**config.mk**
```make
export PLATFORM = sky130hd
export DESIGN_NAME = cmd_reg_master
export DESIGN_NICKNAME = d
export VERILOG_FILES = /design/src/rtl/cw_regbus_pkg.sv /design/src/rtl/cmd_reg_master.sv
export SDC_FILE = /design/constraint.sdc
export NUM_CORES = 1
export LEC_CHECK = 0
export BUFFER_PORTS_ARGS = -buffer_cell sky130_fd_sc_hd__buf_4
export CAP_MARGIN = 20
export CORE_ASPECT_RATIO = 1.5
export CORE_MARGIN = 5
export CORE_UTILIZATION = 51
export DETAILED_ROUTE_END_ITERATION = 7
export GPL_ROUTABILITY_DRIVEN = 0
export PLACE_DENSITY = 0.74
export SYNTH_ARGS = -nofsm -noshare
export SYNTH_HDL_FRONTEND = slang
export SYNTH_SLANG_ARGS = --single-unit
```
**constraint.sdc**
```tcl
create_clock -name clk -period 2.65 [get_ports clk]
set_input_delay 0.3975 -clock clk [delete_from_list [all_inputs] [get_ports clk]]
set_output_delay 0.3975 -clock clk [all_outputs]
set_load 0.02 [all_outputs]
```
**src/rtl/cw_regbus_pkg.sv**
```systemverilog
// cw_regbus_pkg: shared FSM states, bus widths and command-byte field positions
package cw_regbus_pkg;
  localparam int ADDR_W = 6;
  localparam int CNT_W = 16;
  localparam int CMD_RW_BIT = 7;
  localparam int CMD_ADDR_MSB = 5;
  localparam int CMD_ADDR_LSB = 0;
  typedef enum logic [2:0] {
    IDLE, HDR_LEN_LO, HDR_LEN_HI, RESOLVE, WR_DATA, RD_ISSUE, RD_WAIT, RD_SEND
  } state_e;
endpackage

```
**src/rtl/cmd_reg_master.sv**
```systemverilog
// cmd_reg_master: byte-stream command decoder driving a register bus with read/write strobes
module cmd_reg_master
  import cw_regbus_pkg::*;
#(
  parameter int RD_LAT = 1
) (
  input  logic              clk,
  input  logic              reset_i,
  input  logic [7:0]        cmd_data_i,
  input  logic              cmd_valid_i,
  output logic              cmd_ready_o,
  output logic [7:0]        rsp_data_o,
  output logic              rsp_valid_o,
  input  logic              rsp_ready_i,
  output logic [ADDR_W-1:0] reg_address,
  output logic [CNT_W-1:0]  reg_bytecnt,
  output logic [7:0]        reg_datai,
  input  logic [7:0]        reg_datao,
  output logic [CNT_W-1:0]  reg_size,
  output logic              reg_read,
  output logic              reg_write,
  output logic              reg_addrvalid,
  output logic [ADDR_W-1:0] reg_hypaddress,
  input  logic [CNT_W-1:0]  reg_hyplen,
  output logic              busy_o
);
  state_e state_q, state_d;
  logic rw_q, rw_d;
  logic [ADDR_W-1:0] addr_q, addr_d;
  logic [CNT_W-1:0] len_q, len_d, size_q, size_d, bytecnt_q, bytecnt_d, idx_q, idx_d, res;
  logic [7:0] datai_q, datai_d, rsp_data_q, rsp_data_d;
  logic write_q, write_d, read_q, read_d, addrvalid_q, addrvalid_d;
  logic rsp_valid_q, rsp_valid_d, ready_q, ready_d, acc;
  logic [RD_LAT-1:0] sh_q, sh_d;
  always_comb begin
    state_d = state_q;
    rw_d = rw_q;
    addr_d = addr_q;
    len_d = len_q;
    size_d = size_q;
    bytecnt_d = bytecnt_q;
    idx_d = idx_q;
    datai_d = datai_q;
    write_d = 1'b0;
    rsp_data_d = rsp_data_q;
    rsp_valid_d = rsp_valid_q;
    acc = cmd_valid_i & ready_q;
    res = (len_q != '0) ? len_q : reg_hyplen;
    sh_d = RD_LAT'({sh_q, read_q});
    case (state_q)
      IDLE: if (acc) begin
        state_d = HDR_LEN_LO;
        rw_d = cmd_data_i[CMD_RW_BIT];
        addr_d = cmd_data_i[CMD_ADDR_MSB:CMD_ADDR_LSB];
      end
      HDR_LEN_LO: if (acc) begin
        len_d[7:0] = cmd_data_i;
        state_d = HDR_LEN_HI;
      end
      HDR_LEN_HI: if (acc) begin
        len_d[15:8] = cmd_data_i;
        state_d = RESOLVE;
      end
      RESOLVE: begin
        size_d = res;
        bytecnt_d = '0;
        idx_d = '0;
        state_d = (res == '0) ? IDLE : rw_q ? RD_ISSUE : WR_DATA;
      end
      WR_DATA: if (acc) begin
        write_d = 1'b1;
        datai_d = cmd_data_i;
        bytecnt_d = idx_q;
        idx_d = idx_q + 16'd1;
        state_d = (idx_q == size_q - 16'd1) ? IDLE : WR_DATA;
      end
      RD_ISSUE: state_d = RD_WAIT;
      // sh_q's top bit marks the cycle RD_LAT after the read strobe
      RD_WAIT: if (sh_q[RD_LAT-1]) begin
        rsp_data_d = reg_datao;
        rsp_valid_d = 1'b1;
        state_d = RD_SEND;
      end
      RD_SEND: if (rsp_ready_i) begin
        rsp_valid_d = 1'b0;
        state_d = (bytecnt_q == size_q - 16'd1) ? IDLE : RD_ISSUE;
        bytecnt_d = (bytecnt_q == size_q - 16'd1) ? bytecnt_q : bytecnt_q + 16'd1;
      end
      default: state_d = IDLE;
    endcase
    read_d = state_d == RD_ISSUE;
    ready_d = state_d inside {IDLE, HDR_LEN_LO, HDR_LEN_HI, WR_DATA};
    addrvalid_d = (state_d inside {WR_DATA, RD_ISSUE, RD_WAIT, RD_SEND}) | write_d;
  end
  always_ff @(posedge clk) begin
    if (reset_i) begin
      state_q <= IDLE;
      rw_q <= 1'b0;
      addr_q <= '0;
      len_q <= '0;
      size_q <= '0;
      bytecnt_q <= '0;
      idx_q <= '0;
      datai_q <= '0;
      write_q <= 1'b0;
      read_q <= 1'b0;
      addrvalid_q <= 1'b0;
      rsp_data_q <= '0;
      rsp_valid_q <= 1'b0;
      ready_q <= 1'b0;
      sh_q <= '0;
    end else begin
      state_q <= state_d;
      rw_q <= rw_d;
      addr_q <= addr_d;
      len_q <= len_d;
      size_q <= size_d;
      bytecnt_q <= bytecnt_d;
      idx_q <= idx_d;
      datai_q <= datai_d;
      write_q <= write_d;
      read_q <= read_d;
      addrvalid_q <= addrvalid_d;
      rsp_data_q <= rsp_data_d;
      rsp_valid_q <= rsp_valid_d;
      ready_q <= ready_d;
      sh_q <= sh_d;
    end
  end
  assign cmd_ready_o = ready_q;
  assign rsp_data_o = rsp_data_q;
  assign rsp_valid_o = rsp_valid_q;
  assign reg_address = addr_q;
  assign reg_hypaddress = addr_q;
  assign reg_bytecnt = bytecnt_q;
  assign reg_datai = datai_q;
  assign reg_size = size_q;
  assign reg_read = read_q;
  assign reg_write = write_q;
  assign reg_addrvalid = addrvalid_q;
  assign busy_o = state_q != IDLE;
endmodule

```
# == Yosys cells after proc, flatten, opt, wreduce, memory -nomap -nowiden ==
# Index checks and enable logic that the tools add are counted.
# word_totals
ff_bits,96
input_bits,36
elab_cells,81
out_inout_bits,66
# classes
add_sub_neg,3
muxes,23
eq_ne,19
bitwise_logic,2
reduce_logical,18
# ops
cell,n
$mux W16,5
$pmux W16 S3,1
$add A16 B1 Y16 const B,2
$eq A16 B16 Y1,2
$pmux W16 S2,1
$mux W3,9
$eq A3 B3 Y1 const B,8
$pmux W3 S8,1
$logic_not A16 Y1,1
$reduce_bool A16 Y1,1
$sub A16 B1 Y16 const B,1
$reduce_and A2 Y1,6
$eq A3 B2 Y1 const B,3
$ne A2 B2 Y1 const B,4
$reduce_bool A4 Y1,2
$eq A3 B1 Y1 const B,2
$logic_not A3 Y1,2
$reduce_bool A3 Y1,2
$mux W1,5
$reduce_and A4 Y1,1
$reduce_bool A2 Y1,2
$reduce_and A3 Y1,1
$pmux W1 S2,1
$and A1 B1 Y1,1
$or A1 B1 Y1,1

# == Longest topological paths before layout ==
# Gate-level depths: netlist (run 1).
# logic_depth
depth_word,8
mapped_depth,12
ltp_nobuf,10

# == Worst setup path before layout (run 1) ==
# OpenSTA, ideal clock, no wires.
# synth_path
path_kind,flip-flop to flip-flop
startpoint,reg size_q[0] (netlist: reg_size[0])
endpoint,reg bytecnt_q[0] (netlist: reg_bytecnt[0])
period_less_slack_ns,2.999
path_stages_with_launch,13
required_time_ns,2.522
setup_ns,0.128
n_path_buf,2
path_slack_ns,-0.349
t_arrival_ns,2.872
path_cell_list,dfxtp_1 -> clkbuf_1 -> inv_1 -> ha_1 -> or4b_4 -> or4_1 -> a31oi_1 -> o211a_1 -> nand4b_2 -> o221ai_4 -> buf_6 -> mux2i_1 -> nor2_1
# synth_via
elab_chain_len,4
# synth_rtl
item,line_no,rtl
start: declaration,cmd_reg_master.sv:30,"logic [CNT_W-1:0] len_q, len_d, size_q, size_d, bytecnt_q, bytecnt_d, idx_q, idx_d, res;"
start signal: assignment,cmd_reg_master.sv:117,size_q <= size_d;
$sub A16 B1 Y16,cmd_reg_master.sv:87,bytecnt_d = (bytecnt_q == size_q - 16'd1) ? bytecnt_q : bytecnt_q + 16'd1;
$eq A16 B16 Y1,cmd_reg_master.sv:87,
$ne A2 B2 Y1 (no line),--,
$reduce_and A4 Y1 (no line),--,
end signal: assignment,cmd_reg_master.sv:118,bytecnt_q <= bytecnt_d;
end: declaration,cmd_reg_master.sv:30,
# Every way passes these cells.
# A chain may end at the register's enable or synchronous reset.

# == Final worst setup path (run 1) ==
# layout_path
startpoint,reg size_q[4] (netlist: reg_size[4])
endpoint,reg bytecnt_q[14] (netlist: reg_bytecnt[14])
# Same word-level chain as after synthesis.

==> reports/results.ini, run 1 <==
[power_and_ir_drop]
p_leak_uw = 0.003087
powerDensity_mw_per_mm2 = 475.2
vdd_drop_max_mv = 0.5011

[clock_tree]
cts-root-buf = clkbuf_16
h-tree-depth = 3
cts_buffers = 9
cts_num_sinks = 96
clkTransAtPathRegs_ns = 0.07
insertion_delay_ns = 0.35
cts_tree = done
clock_path_buffers = 2

[timing]
worst_slack_ns = -0.2149
max_freq_mhz = 349.1
fin_crit_sh_pct = 108.1
timing.final.crit_period_ns = 2.865
slew-limit-headroom_pct = 59.66
finalHoldViolCount = 0
setup_viol = 20
slew_violations = 0
fin_hold_ws_ns = 0.3017
tightest_slew_ns = 0.6052
rsz0062_at_grt = true
setup_tns_ns = -3.193
skew_ns = 0.006756

[drt]
ant_nets = 0
remaining_drc_errors = 0
drt_first_pass_iters = 6
via_count = 6015
drt_iter0_markers = 516
avgRoutedWirePerCell_um = 20.16
totalWireLength_mm = 19.82
viasPerCell = 6.119

[layout]
area_growth_pct = 35.38
nNetsFinal = 873
mostFrequentLayoutCell = buf_4
layout_common_cells = 187 x buf_4, 93 x dfxtp_1, 79 x nor2_1
final_util_pct = 70.35
final_cells = 983
layout-drive-gt1-share_pct = 32.18
diodes = 0

[synthesis]
synth.cell_area_mm2 = 0.005503
syn_nets = 728
yosysWarnings = 0
yosysTopAreaCell = dfxtp_1
syn_inst = 689
seq_area_frac_synth_pct = 34.92
synth.distinct_cells = 66
ys_ff_latch = 96
ys.flop_type = dfxtp_1
synth_top_area_share_pct = 34.92
avgSynthCellArea_um2 = 7.987
synth_area_leaders = dfxtp_1 35%, nor2_1 5.7%, xnor2_1 5.4%, a21oi_1 5.1%, nand2_1 4.5%
synth_edf_count = 0
async_flop_share_pct = 0

[die]
die_h_um = 137.2
die_x_um = 94.81
core_area_mm2 = 0.01059
rows = 46
pin_count = 102
die_area_mm2 = 0.01301
start_util_pct = 51.96

[placement]
dp_cells = 958
numPortBuffers = 101
dpl.hpwl_mm = 14.27
pre_cts_ws_ns = -0.3223

[outcome]
violations = negative setup slack
status = finished, violations left

[critical_path]
worstSetupStartpointType = flip-flop
crit_fanout = 25
path_class = reg -> reg
worstPathArrival_ns = 3.08
required_ns = 2.87
endpoint_kind = flip-flop

[global_route]
grt_start_max_net_pins = 54
grt_usage_pct = 30.50
overflow = 0
grt_pass1_wl_mm = 30.42
grt_pass1_vias = 5893
antenna_found_initial = 0

[flow_run]
maxCapViolCount = 0

[hold_path]
worstHoldPathType = in -> reg

## timing repair
item	CTS	global route
resized for setup	34	21
pin swaps	11	9
endpoints found under the setup margin	21	21
hold buffers	0	0
setup buffers	9	2
## layer usage
layer	vias to the layer above	GRT usage, %	wire, µm
met2	347	51.71	9813
met5	-	0	0
met3	129	7.213	1591
met4	0	22.23	1632
met1	2800	32.63	6782
li1	2739	-	-
## state kept, by name, indices dropped and copies added, names as in the netlist
signal,count
idx_q,16
len_q,16
reg_bytecnt,16
reg_size,16
reg_datai,8
rsp_data_o,8
reg_address,6
state_q,3
cmd_ready_o,1
reg_addrvalid,1
reg_read,1
reg_write,1
rsp_valid_o,1
rw_q,1
sh_q,1
## path summary, 6_finish.rpt
| path | cells past startpoint | slack, ns | to | start |
|---|---|---|---|---|
| worst min register to register | 2 | 0.46 | rsp_data_o[1] | rsp_data_o[1] |
| worst max-delay path | 9 | -0.21 | reg_bytecnt[14] | reg_size[4] |
| worst max register to register | 9 | -0.21 | reg_bytecnt[14] | reg_size[4] |
| worst min-delay path | 3 | 0.30 | rsp_data_o[6] | reg_datao[6] |
## critical path, cell delays in order (launching register included)
cell and delay, ns:
dfxtp_1 0.34, or4_4 0.60, or3_1 0.37, and3_4 0.19, nor4_4 0.39, nand4b_4 0.19
o221ai_4 0.20, buf_12 0.21, mux2i_1 0.20, nor2_1 0.05
## kinds of logic after synthesis
| family | count (synthesis) | share of synthesized area [%] |
|---|---|---|
| simple gates | 299 | 27.88 |
| compound gates | 141 | 17.24 |
| flops | 96 | 34.92 |
| buf+inv | 72 | 6.162 |
| xor+xnor | 58 | 9.482 |
| mux | 19 | 3.456 |
| fa+ha+maj | 4 | 0.8641 |
## layout make-up
type	instances	area, µm²
Clock inverter	6	67.56
Sequential cell	96	1928
Multi-Input combinational cell	521	3521
Tap cell	144	180.2
Timing Repair Buffer	192	1469
Clock buffer	10	229.0
Fill cell	853	3141
Inverter	14	55.05
## cells in the mapped netlist, types with 6 or more instances
master	instances
a211oi_1	18
a21oi_1	56
a221oi_1	11
and3_1	6
buf_2	10
buf_4	7
clkbuf_1	37
dfxtp_1	96
inv_1	14
mux2i_1	19
nand2_1	66
nand2b_1	7
nand3_1	32
nand4_1	17
nor2_1	84
nor2b_1	13
nor3_1	22
nor4_1	15
o21ai_0	19
or3_1	6
xnor2_1	34
xor2_1	23
## per-stage QoR
step           cell area [µm²]  power, µW
3_3_place_gp              6833       2132
6_report                  7450       3540
4_1_cts                   7347       3501
5_1_grt                   7450       3661
3_5_place_dp              6833       2146
2_1_floorplan             5560       1904
## power by group
part	total, µW	switching [µW]	internal [µW]
sequential	1500	36.5	1470
clock	1330	590	736
combinational	712	385	327
Note: power is estimated with default switching activity, not from simulation.
==> run 2: changes to the inputs <==
CORE_UTILIZATION = 45   (was 51)
PLACE_DENSITY = 0.66   (was 0.74)
==> run 2 against run 1 <==
- the flow still finishes with violations (negative setup slack)
- sequential share of layout area decreased by 0.87 points
- critical endpoint is now reg_bytecnt[7]
- largest cell class unchanged
- flip-flop and latch count unchanged
- final cell count increased by 3.0%
- critical path depth increased by 3
- first-iteration DRC count decreased by 29%
- cell area increased by 3.6%
- worst setup slack got worse by 0.00096 ns
- highest routed layer unchanged
- combinational power increased by 0.6%
- total power about the same
- clock-buffer cell count increased by 1
- via count decreased by 0.40%
- largest power group unchanged
==> reports/results.ini, run 2 (same netlist as run 1, synthesis figures left out) <==
[critical_path]
path_class = reg -> reg
cpMaxStageDelayCell = or4b_4
r2r_slack_ns = -0.22  ; about the same
required_ns = 2.88  ; about the same
critPathTopFamily = simple AND/OR/NAND/NOR gates
critPathMaxStageDelay_ns = 0.50  ; -0.10 ns
crit_fanout = 6  ; -76%
crit_chain = inv_4, ha_4, or4b_4, or4_4, and2_4, o211a_1, nand4b_4, o221ai_4, buf_6, clkbuf_16, a221oi_4, nor3_2
worstPathArrival_ns = 3.09  ; about the same
worst-path-buf-inv = 3  ; +2
endpoint_kind = flip-flop
worstSetupStartpointType = flip-flop

[global_route]
grt_usage_pct = 26.04  ; -4.5 points
overflow = 0  ; unchanged
grt_pass1_vias = 5931  ; +0.64%
grt_pass1_wl_mm = 30.30  ; -0.39%
antenna_found_initial = 0  ; unchanged
grt_start_max_net_pins = 48  ; -11%

[power_and_ir_drop]
powerDensity_mw_per_mm2 = 458.7  ; -3.5%
vdd_drop_max_mv = 0.3544  ; -29%
p_leak_uw = 0.003283  ; +6.4%
p_total_uw = 3539  ; about the same

[drt]
totalWireLength_mm = 20.12  ; +1.5%
ant_nets = 0  ; unchanged
remaining_drc_errors = 0  ; unchanged
viasPerCell = 5.920  ; -3.3%
drt_iter0_markers = 365  ; -29%
via_count = 5991  ; -0.40%
drt_first_pass_iters = 5  ; -1
avgRoutedWirePerCell_um = 19.88  ; -1.4%

[clock_tree]
cts-root-buf = clkbuf_16
h-tree-depth = 3  ; unchanged
hold_buffers = 0  ; unchanged
insertion_delay_ns = 0.35  ; about the same
cts_buffers = 9  ; unchanged
clkTransAtPathRegs_ns = 0.07  ; about the same
cts_num_sinks = 96  ; unchanged
cts_tree = done
clock_path_buffers = 2  ; unchanged

[layout]
layout_common_cells = 205 x buf_4, 92 x dfxtp_1, 80 x nor2_1
fillerInstances = 1080  ; +27%
seqCellArea_mm2 = 0.001929  ; about the same
diodes = 0  ; unchanged
multi_input_area_mm2 = 0.003586  ; +1.8%
mostFrequentLayoutCell = buf_4
nNetsFinal = 894  ; +2.4%
final_util_pct = 64.20  ; -6.1 points
area_growth_pct = 40.20
layout-drive-gt1-share_pct = 34.34  ; +2.2 points

[outcome]
violations = negative setup slack
status = finished, violations left

[timing]
slew_violations = 0  ; unchanged
setup_viol = 20  ; unchanged
tightest_slew_ns = 0.5924  ; -0.01271 ns
timing.final.crit_period_ns = 2.866  ; +0.0009620 ns
slew-limit-headroom_pct = 60.39  ; +0.73 points
finalHoldViolCount = 0  ; unchanged
worst_slack_ns = -0.2158  ; -0.0009620 ns
rsz0062_at_grt = true
skew_ns = 0.01285  ; +0.006093 ns
max_freq_mhz = 348.9  ; about the same
fin_crit_sh_pct = 108.1  ; about the same

[die]
die_area_mm2 = 0.01459  ; +12%
core_area_mm2 = 0.01202  ; +13%
start_util_pct = 45.79  ; -6.2 points
pin_count = 102  ; unchanged
rows = 49  ; +6.5%
die_x_um = 100.3  ; +5.8%
die_h_um = 145.4  ; +6.0%

[placement]
numPortBuffers = 101  ; unchanged
dpl.hpwl_mm = 14.43  ; +1.1%

[flow_run]
maxCapViolCount = 0  ; unchanged

[hold_path]
worstHoldPathType = in -> reg

==> run 2: metal layers <==
layer,GRT usage (%),share of wire (%),wire [µm],up-vias
met1,28.12,36,7231,2844
li1,-,-,-,2779
met5,0,0,0,-
met2,44.12,49,9887,276
met4,19.29,8.7,1757,0
met3,4.940,6.2,1239,92
==> run 2: what timing repair did <==
action | 4_1_cts | 5_1_grt
pin swaps | 6 | 15
buffers inserted | 5 | 8
resized for setup | 28 | 36
gates cloned | 0 | 4
setup endpoints to repair | 20 | 21
==> run 2: path summary, 6_finish.rpt <==
| check | start | cells past startpoint | endpoint |
|---|---|---|---|
| setup / recovery | reg_size[0] | 12 | reg_bytecnt[7] |
| hold / removal | reg_datao[1] | 3 | rsp_data_o[1] |
| setup reg to reg | reg_size[0] | 12 | reg_bytecnt[7] |
| hold reg to reg | rsp_data_o[4] | 2 | rsp_data_o[4] |
==> run 2: metrics by stage <==
| stage | std cells | cell area, µm² | worst slack (ns) | hold slack [ns] | setup TNS (ns) |
|---|---|---|---|---|---|
| global route | 1012 | 7715 | -0.3122 | 0.2963 | -5.402 |
| floorplan | 689 | 5560 | -0.1801 | 0.4496 | -2.636 |
| detailed placement | 981 | 6949 | -0.4756 | 0.4501 | -4.745 |
| finish | 1012 | 7715 | -0.2158 | 0.3008 | -3.359 |
| global placement | 981 | 6949 | -0.4861 | 0.4435 | -3.343 |
| CTS | 1001 | 7422 | -0.1235 | 0.2934 | -1.510 |
==> run 2: where the power goes <==
part           internal [µW]  switching (µW)  total, µW
combinational            349             367        716
sequential              1470            35.9       1500
clock                    756             564       1320
total                   2570             967       3540
==> run 2: final cells by class <==
class / instances / share of cell area, %
Clock buffer: 11 / 3.146
Clock inverter: 4 / 0.6812
Inverter: 14 / 0.7136
Multi-Input combinational cell: 522 / 46.48
Sequential cell: 96 / 25.01
Tap cell: 153 / 2.481
Timing Repair Buffer: 212 / 21.49
==> run 2: tightest hold or removal path, cell delays in order <==
cell,delay [ns]
buf_4,0.11
nand2_1,0.05
a21oi_1,0.05
